$ cat src/rtl/clap_monitor_369.sv
// clap_monitor_369: checks a 369-game count stream against its legal sequence,
// counts claps with saturation and drives a BCD split of each sampled value.
module clap_monitor_369 #(
   parameter int CW         = 8,
   parameter bit ALLOW_HOLD = 1'b0
) (
   input  logic          clk,
   input  logic          reset_n,
   input  logic [3:0]    count,
   output logic          clap,
   output logic [CW-1:0] clap_total,
   output logic          seq_err,
   output logic [3:0]    err_value,
   output logic [3:0]    bcd_tens,
   output logic [3:0]    bcd_ones,
   output logic [1:0]    state
);
   localparam logic [1:0] WAIT = 2'b00, RUN = 2'b01, ERR = 2'b10;
   logic [1:0]    state_q, state_d;
   logic [3:0]    prev_q;
   logic          clap_q, clap_d;
   logic [CW-1:0] total_q, total_d;
   logic          err_q, err_d;
   logic [3:0]    ev_q, ev_d;
   logic [3:0]    tens_q, ones_q;
   logic          hold, legal, earns, enter_err;
   always_comb begin
      hold  = ALLOW_HOLD && (count == prev_q);
      legal = (prev_q == 4'd0  && count == 4'd3)  ||
              (prev_q == 4'd3  && count == 4'd6)  ||
              (prev_q == 4'd6  && count == 4'd9)  ||
              (prev_q == 4'd9  && count == 4'd13) ||
              (prev_q == 4'd13 && count == 4'd6)  || hold;
      earns = count == 4'd3 || count == 4'd6 || count == 4'd9 || count == 4'd13;
   end
   always_comb begin
      state_d = state_q == WAIT ? (count == 4'd0 ? RUN : ERR) :
                state_q == RUN  ? (legal ? RUN : ERR) : ERR;
   end
   // A hold never claps; each clapping value carries exactly one 3/6/9 digit.
   always_comb begin
      enter_err = state_d == ERR && state_q != ERR;
      clap_d    = state_q == RUN && legal && earns && !hold;
      total_d   = clap_d && !(&total_q) ? total_q + 1'b1 : total_q;
      err_d     = err_q | enter_err;
      ev_d      = enter_err ? count : ev_q;
   end
   always_ff @(posedge clk) begin
      if (!reset_n) begin
         state_q <= WAIT;
         prev_q  <= '0;
         clap_q  <= 1'b0;
         total_q <= '0;
         err_q   <= 1'b0;
         ev_q    <= '0;
         tens_q  <= '0;
         ones_q  <= '0;
      end else begin
         state_q <= state_d;
         prev_q  <= count;
         clap_q  <= clap_d;
         total_q <= total_d;
         err_q   <= err_d;
         ev_q    <= ev_d;
         tens_q  <= {3'b000, count >= 4'd10};
         ones_q  <= count >= 4'd10 ? count - 4'd10 : count;
      end
   end
   assign state      = state_q;
   assign clap       = clap_q;
   assign clap_total = total_q;
   assign seq_err    = err_q;
   assign err_value  = ev_q;
   assign bcd_tens   = tens_q;
   assign bcd_ones   = ones_q;
endmodule

$ cat config.mk
export PLATFORM = sky130hd
export DESIGN_NAME = clap_monitor_369
export DESIGN_NICKNAME = d
export VERILOG_FILES = /design/src/rtl/clap_monitor_369.sv
export SDC_FILE = /design/constraint.sdc
export NUM_CORES = 1
export LEC_CHECK = 0
export CORE_MARGIN = 3
export CORE_UTILIZATION = 35
export CTS_CLUSTER_DIAMETER = 50
export DETAILED_ROUTE_END_ITERATION = 8
export GPL_TIMING_DRIVEN = 0
export PLACE_DENSITY = 0.63
export SYNTH_ARGS = -nofsm -noshare
export SYNTH_HDL_FRONTEND = slang
export SYNTH_SLANG_ARGS = --single-unit
$ cat constraint.sdc
create_clock -name clk -period 3.25 [get_ports clk]
set_clock_uncertainty 0.15 [all_clocks]
set_input_delay 0.4875 -clock clk [delete_from_list [all_inputs] [get_ports clk]]
set_output_delay 0.4875 -clock clk [all_outputs]
set_load 0.01 [all_outputs]
## Word level (Yosys, flattened, before mapping)

Cells that the tools add are included.

- Register bits after elaboration: 28
- Bits in latches: 0
- Memory bits (writable): 0
- Memory bits (read-only): 0
- Bits of input ports: 6
- Output and inout port bits: 24
- Memories kept: 0

- Add/sub/neg operators: 2
- Multipliers: 0
- Divide/modulo/power cells: 0
- $lt $le $gt $ge: 1
- Eq/ne operators: 11
- Shifts and indexed selects: 0
- Mux-type cells: 5
- Bitwise operators: 1
- Reduce and logical (&&, ||, !) cells: 21

Operators by type and width:

| cell | count |
|---|---|
| == test 4 bit (second input constant) | 4 |
| logical AND 1 bit | 9 |
| adder 8 x 1 -> 8 bit (second input constant) | 1 |
| == test 4 x 2 -> 1 bit (second input constant) | 2 |
| == test 4 x 3 -> 1 bit (second input constant) | 2 |
| logical NOT 4 bit | 2 |
| 2-to-1 mux 2 bit | 4 |
| AND reduction 8 bit | 1 |
| logical OR 1 bit | 7 |
| >= comparator 4 bit (second input constant) | 1 |
| 2-to-1 mux 4 bit | 1 |
| subtractor 4 bit (second input constant) | 1 |
| == test 2 x 1 -> 1 bit (second input constant) | 1 |
| == test 2 bit (second input constant) | 1 |
| logical NOT 2 bit | 1 |
| inequality test 2 bit (second input constant) | 1 |
| logical NOT 1 bit | 1 |
| bitwise OR 1 bit | 1 |

## Depth between registers and ports, before layout

Gate-level depths: netlist of the first run.

- Word-level depth: 12
- Mapped depth: 7
- Gate-level depth less buffers: 6

## Worst setup path before layout of the first run

OpenSTA, ideal clock, no wires.

- Path kind: in2reg
- From: input port count[2]
- To: register total_q[5], in the netlist clap_total[5]
- Setup time: 0.072 ns
- Arrival time: 1.869 ns
- Slack: 1.159 ns
- Stages: 7
- Buffers on the path: 1
- Cell sequence: nor2_1 -> nor4b_2 -> a21oi_1 -> and2_4 -> buf_6 -> or4_1 -> a21oi_1

- Longest elaborated chain between the ends: 9
- Elaborated cells between the ends (all ways): 19
- Those cells by class: eq/ne (4); reduce/logical (15)

RTL lines:

| what | line | RTL |
|---|---|---|
| start, declared | 9 | `input logic [3:0] count,` |
| == test 4 x 2 -> 1 bit or == test 4 x 3 -> 1 bit (tied branches) | - |  |
| logical AND 1 bit (on tied branches) | 29, 30 |  |
| logical OR 1 bit | 29 | `legal = (prev_q == 4'd0 && count == 4'd3) \|\|` |
| logical OR 1 bit | 30 | `(prev_q == 4'd3 && count == 4'd6) \|\|` |
| logical OR 1 bit | 31 | `(prev_q == 4'd6 && count == 4'd9) \|\|` |
| logical OR 1 bit | 32 | `(prev_q == 4'd9 && count == 4'd13) \|\|` |
| logical AND 1 bit | 43 | `clap_d = state_q == RUN && legal && earns && !hold;` |
| logical AND 1 bit * | 43 |  |
| logical AND 1 bit * | 44 | `total_d = clap_d && !(&total_q) ? total_q + 1'b1 : total_q;` |
| end signal, assigned | 62 | `total_q <= total_d;` |
| end, declared | 22 | `logic [CW-1:0] total_q, total_d;` |

Every way passes the cells marked *; elsewhere a longest branch is shown, timed or not.
A chain may end at the register's enable or synchronous reset.

## Final worst setup path of the first run

- From: input port count[3]
- To: register total_q[3], in the netlist clap_total[3]

Same word-level chain as after synthesis.

==> flow_summary.yaml, run 1 <==
layout:
  final_cell_mix: "clkdlybuf4s50_1 (25), dfxtp_1 (24), nand2_1 (15)"
  n_antenna_cell: 0
  drive_gt1_share_pct: 7.051
  finalNetCount: 166
  mostFrequentLayoutCell: "clkdlybuf4s50_1"
  area_delta_synth_final_pct: 30.19
detailed_routing:
  vias: 982
  ant_nets: 0
  wl_met1_mm: 1.141
  drc: 0
  met2WireLength_mm: 1.101
  routedWlPerCell_um: 11.98
  drtIter0Drc: 43
  firstDrtPassIters: 4
  routed_wirelength_mm: 2.373
  met3_length_um: 82
  routed.top_layer: "met4"
  viasPerCell: 4.960
cts:
  cts_num_sinks: 24
  postCtsHoldBufs: 0
  post-cts-setup-buffers: 0
  clockRootBuffer: "clkbuf_4"
  cts_tree: "built"
  cts_buffer_depth: 2
  insertion_delay_ns: 0.30
  h-tree-depth: 1
  cts_buffers: 3
  cts.reportedPaths.clkPinSlew_ns: 0.13
  cts-resized-gates: 0
floorplan:
  die_area_um2: 3859
  die_h_um: 62.12
  fp.dieW_um: 62.12
  coreArea_um2: 2877
  initial_core_util_pct: 38.32
  num_rows: 19
  ios: 30
pwr:
  swShare_pct: 24.57
  power_leakage_nw: 0.5530
  p_sw_mw: 0.1247
  vdd_drop_max_mv: 0.1910
  p_per_area_nw_per_um2: 353.6
  seqPwrFrac_pct: 61.4
  comb_power_share_pct: 13.6
  internal-power_mw: 0.3827
  clkPwrFrac_pct: 25.0
place:
  gp_congestion: 0.8217
  pre_cts_ws_ns: 0.4189
  port_buffers: 25
  detailedPlacementHpwl_mm: 1.791
synthesis:
  synth-edff-count: 0
  synthesis.area_um2: 1102
  yosys_warnings: 0
  ys_ff_latch: 24
  synthCells: 126
  synth-async-reset-ratio_pct: 0
  synth_cell_types: 37
  synthFlopType: "dfxtp_1"
  syn_area_per_cell_um2: 8.748
  yosysSeqAreaShare_pct: 43.59
worst_setup_path:
  timing.rr.end: "clap_total[3]"
  crit_fanout: 9
  r2r_cells: 7
  crit_arrival_ns: 2.60
  startpoint_type: "primary input"
  crit_path_end_kind: "flop"
  critPathRequiredTime_ns: 3.34
  worst-setup-path-type: "primary input to flop"
  r2r_start: "bcd_ones[0]"
  r2r_slack_ns: 1.17
timing:
  fmax_ghz: 0.3975
  setup_viol: 0
  period_share_pct: 77.41
  post-route-min-period_ns: 2.516
  setup_slack_ns: 0.7342
  fin_hold_ws_ns: 0.3093
  grt_setup_unrepaired: "no"
  hold_viol_final: 0
  slew_violations: 0
  setup-tns-final_ns: 0
global_routing:
  grt_pass1_wl_mm: 4.160
  grtUsageTotal_pct: 12.83
  gr-total-overflow: 0
  grt_pass1_vias: 907
  grt_max_degree: 13
  antenna_found_initial: 0
flow_run:
  cap_violations: 0
min_path:
  hold_depth: 2
  hold_path.class: "flop to flop"
  min_to: "seq_err"
  hold_path_startpoint: "seq_err"
outcome:
  status: "complete, no violations"
## cell families (layout without fill, tap and decap cells)
kind of cell | after synthesis | in the layout | synth area share, %
AND/OR/NAND/NOR | 52 | 52 | 25.54
flip-flops | 24 | 24 | 43.59
AO/OA/AOI/OAI | 21 | 21 | 13.51
buffers and inverters | 19 | 47 | 8.513
multiplexers | 6 | 6 | 5.449
adder cells (fa/ha/maj) | 2 | 2 | 2.270
other | 1 | 3 | 0.3402
XOR/XNOR | 1 | 1 | 0.7947
## sequential cells by signal, indices dropped and copies added, names as in the netlist
signal and flops:
prev_q 3, err_value 4, bcd_tens 1, bcd_ones 4
clap 1, seq_err 1, clap_total 8, state 2
## critical path, stage by stage
cell and delay [ns]:
clkdlybuf4s50_1 0.54, nor4_1 0.33, a22o_1 0.19, nand3_1 0.12, and2_4 0.16, buf_6 0.13
or4_1 0.47, a21oi_1 0.17
## area by class of cell
class / count / area, um2
Sequential cell: 24 / 480.5
Buffer: 8 / 52.55
Tap cell: 42 / 52.55
Multi-Input combinational cell: 85 / 535.5
Clock buffer: 3 / 22.52
Timing Repair Buffer: 25 / 250.2
Fill cell: 294 / 1441
Inverter: 11 / 41.29
## cells in the mapped netlist, drive strengths merged, types with 2 or more instances
master  number  area [um2]
ha           2       25.02
a21oi        9       45.04
o21a         2       15.01
clkbuf       2       7.510
buf          6       45.04
o31ai        3       36.28
nand3        6       30.03
nor2        10       37.54
inv         10       37.54
nand4        2       12.51
nor3         2       10.01
nand2b       3       18.77
mux2i        6       60.06
nor4         2       12.51
nor4b        2       23.77
or4          3       22.52
dfxtp       24       480.5
nand2       15       56.30
and4         3       26.28
## per-layer routing
layer,GRT usage (%),up-vias
li1,-,502
met1,17.52,447
met2,19.76,25
met3,1.802,8
met4,6.354,0
met5,0,-
## power by group through the flow
stage | registers [mW] | logic (mW) | clock network, mW
finish | 0.311 | 0.0692 | 0.127
floorplan | 0.321 | 0.0332 | 0
global placement | 0.318 | 0.0684 | 0
global route | 0.313 | 0.0761 | 0.149
detailed placement | 0.318 | 0.0693 | 0
CTS | 0.312 | 0.0699 | 0.134
## worst max path at each step
stage / startpoint / to / slack (ns)
after floorplan: count[2] / clap_total[5] / 1.16
after global placement: count[1] / clap_total[5] / 0.45
after detailed placement: count[3] / clap_total[3] / 0.42
after CTS: count[1] / clap_total[3] / 0.76
after global routing: count[3] / clap_total[3] / 0.61
final: count[3] / clap_total[3] / 0.73
## metrics by stage
step	util [%]	total power [mW]	instance area (um2)	std cells
5_1_grt	49.89	0.5385	1435	198
6_report	49.89	0.5074	1435	198
3_3_place_gp	49.11	0.3859	1413	195
4_1_cts	49.89	0.5151	1435	198
2_1_floorplan	-	0.3546	1110	128
3_5_place_dp	49.11	0.3874	1413	195
Power figures use the tool's default switching activity.
==> run 2, diff against run 1 <==
- PLACE_DENSITY: 0.63 -> 0.66
- clock period: 3.25 -> 2.1 ns (I/O delays scaled with it)
==> flow_summary.yaml, run 2 (synthesis gave the netlist of run 1 again) <==
cts:
  h-tree-depth: 1
  cts_num_sinks: 24
  insertion_delay_ns: 0.30
  clockRootBuffer: "clkbuf_4"
  cts_buffers: 3
  cts.reportedPaths.clkPinSlew_ns: 0.12
  cts_buffer_depth: 2
  cts_tree: "built"
outcome:
  status: "complete, no violations"
floorplan:
  coreArea_um2: 2877
  die_h_um: 62.12
  num_rows: 19
  fp.dieW_um: 62.12
  die_area_um2: 3859
  ios: 30
  initial_core_util_pct: 38.32
global_routing:
  antenna_found_initial: 0
  grtUsageTotal_pct: 12.89
  grt_pass1_wl_mm: 4.119
  grt_pass1_vias: 913
  grt_max_degree: 13
  gr-total-overflow: 0
flow_run:
  cap_violations: 0
timing:
  setup-tns-final_ns: 0
  fin_hold_ws_ns: 0.1783
  period_share_pct: 97.42
  setup_slack_ns: 0.05413
  hold_viol_final: 0
  setup_viol: 0
  post-route-min-period_ns: 2.046
  fmax_ghz: 0.4888
  slew_violations: 0
layout:
  area_delta_synth_final_pct: 33.26
  finalNetCount: 166
  layout.cells.non_filler: 198
  largest_reg_flops: 8
  mostFrequentLayoutCell: "clkdlybuf4s50_1"
  drive_gt1_share_pct: 12.82
  nFillCells: 291
  final_cell_mix: "clkdlybuf4s50_1 (21), dfxtp_1 (20), nand2_1 (15)"
  n_antenna_cell: 0
worst_setup_path:
  crit_path_end_kind: "flop"
  crit_arrival_ns: 2.14
  worst-setup-path-type: "flop to flop"
  crit_fanout: 9
  startpoint_type: "flop"
  critPathRequiredTime_ns: 2.19
min_path:
  hold_path.class: "primary input to flop"
detailed_routing:
  drc: 0
  viasPerCell: 5.035
  vias: 997
  ant_nets: 0
  firstDrtPassIters: 4
  drtIter0Drc: 27
  routedWlPerCell_um: 12.29
  routed_wirelength_mm: 2.434
place:
  gp_congestion: 0.7934
  pre_cts_ws_ns: -0.5487
  dp_cells: 195
  detailedPlacementHpwl_mm: 1.765
  port_buffers: 25
pwr:
  power_leakage_nw: 0.5621
  p_per_area_nw_per_um2: 536.7
  vdd_drop_max_mv: 0.2461
  p_total_mw: 0.7883
-- run 2: timing repair --
action / 4_1_cts / 5_1_grt
endpoints found under the setup margin: 11 / 8
pin swaps: 0 / 4
buffers inserted: 0 / 0
hold buffers: 0 / 0
gates resized for setup: 5 / 12
-- run 2: cell type report --
cell class / instances / area [um2] / area share [%]
multi-input combinational: 85 / 570.5 / 38.84
sequential: 24 / 488.0 / 33.22
timing repair buffer: 25 / 241.5 / 16.44
buffer: 8 / 52.55 / 3.578
tap: 42 / 52.55 / 3.578
inverter: 11 / 41.29 / 2.811
clock buffer: 3 / 22.52 / 1.533
-- run 2: power breakdown --
group	internal, mW	leakage [nW]	switching, mW	total (mW)
Sequential	0.472	0.198	0.0112	0.483
Clock	0.0669	0.0138	0.128	0.195
Combinational	0.0523	0.350	0.0573	0.110
Total	0.592	0.562	0.197	0.788
-- run 2: per-layer routing --
| layer | GRT usage, % | part of all wire, % | vias up |
|---|---|---|---|
| li1 | - | - | 504 |
| met1 | 16.81 | 48 | 468 |
| met2 | 20.43 | 47 | 21 |
| met3 | 2.342 | 3.2 | 4 |
| met4 | 6.354 | 1.5 | 0 |
| met5 | 0 | 0 | - |
-- run 2: metrics by stage --
stage | area (um2) | utilization, %
after global placement | 1413 | 49.11
after CTS | 1433 | 49.80
after detailed placement | 1413 | 49.11
after floorplan | 1110 | -
after global routing | 1469 | 51.07
final | 1469 | 51.07
-- run 2: critical path, cell delays in order, from the launching register on --
cell     delay, ns
dfxtp_4       0.39
nor4_4        0.28
a22o_1        0.18
nand3_2       0.10
and2_4        0.16
buf_6         0.13
or4_1         0.47
a21oi_1       0.13
-- run 2: final timing paths --
| kind | slack [ns] | end | from | cells past startpoint |
|---|---|---|---|---|
| worst max register to register | 0.05 | clap_total[3] | prev_q[3] | 7 |
| worst min register to register | 0.31 | seq_err | seq_err | 2 |
| worst min-delay path | 0.18 | bcd_ones[2] | count[3] | 2 |
| worst max-delay path | 0.05 | clap_total[3] | prev_q[3] | 7 |
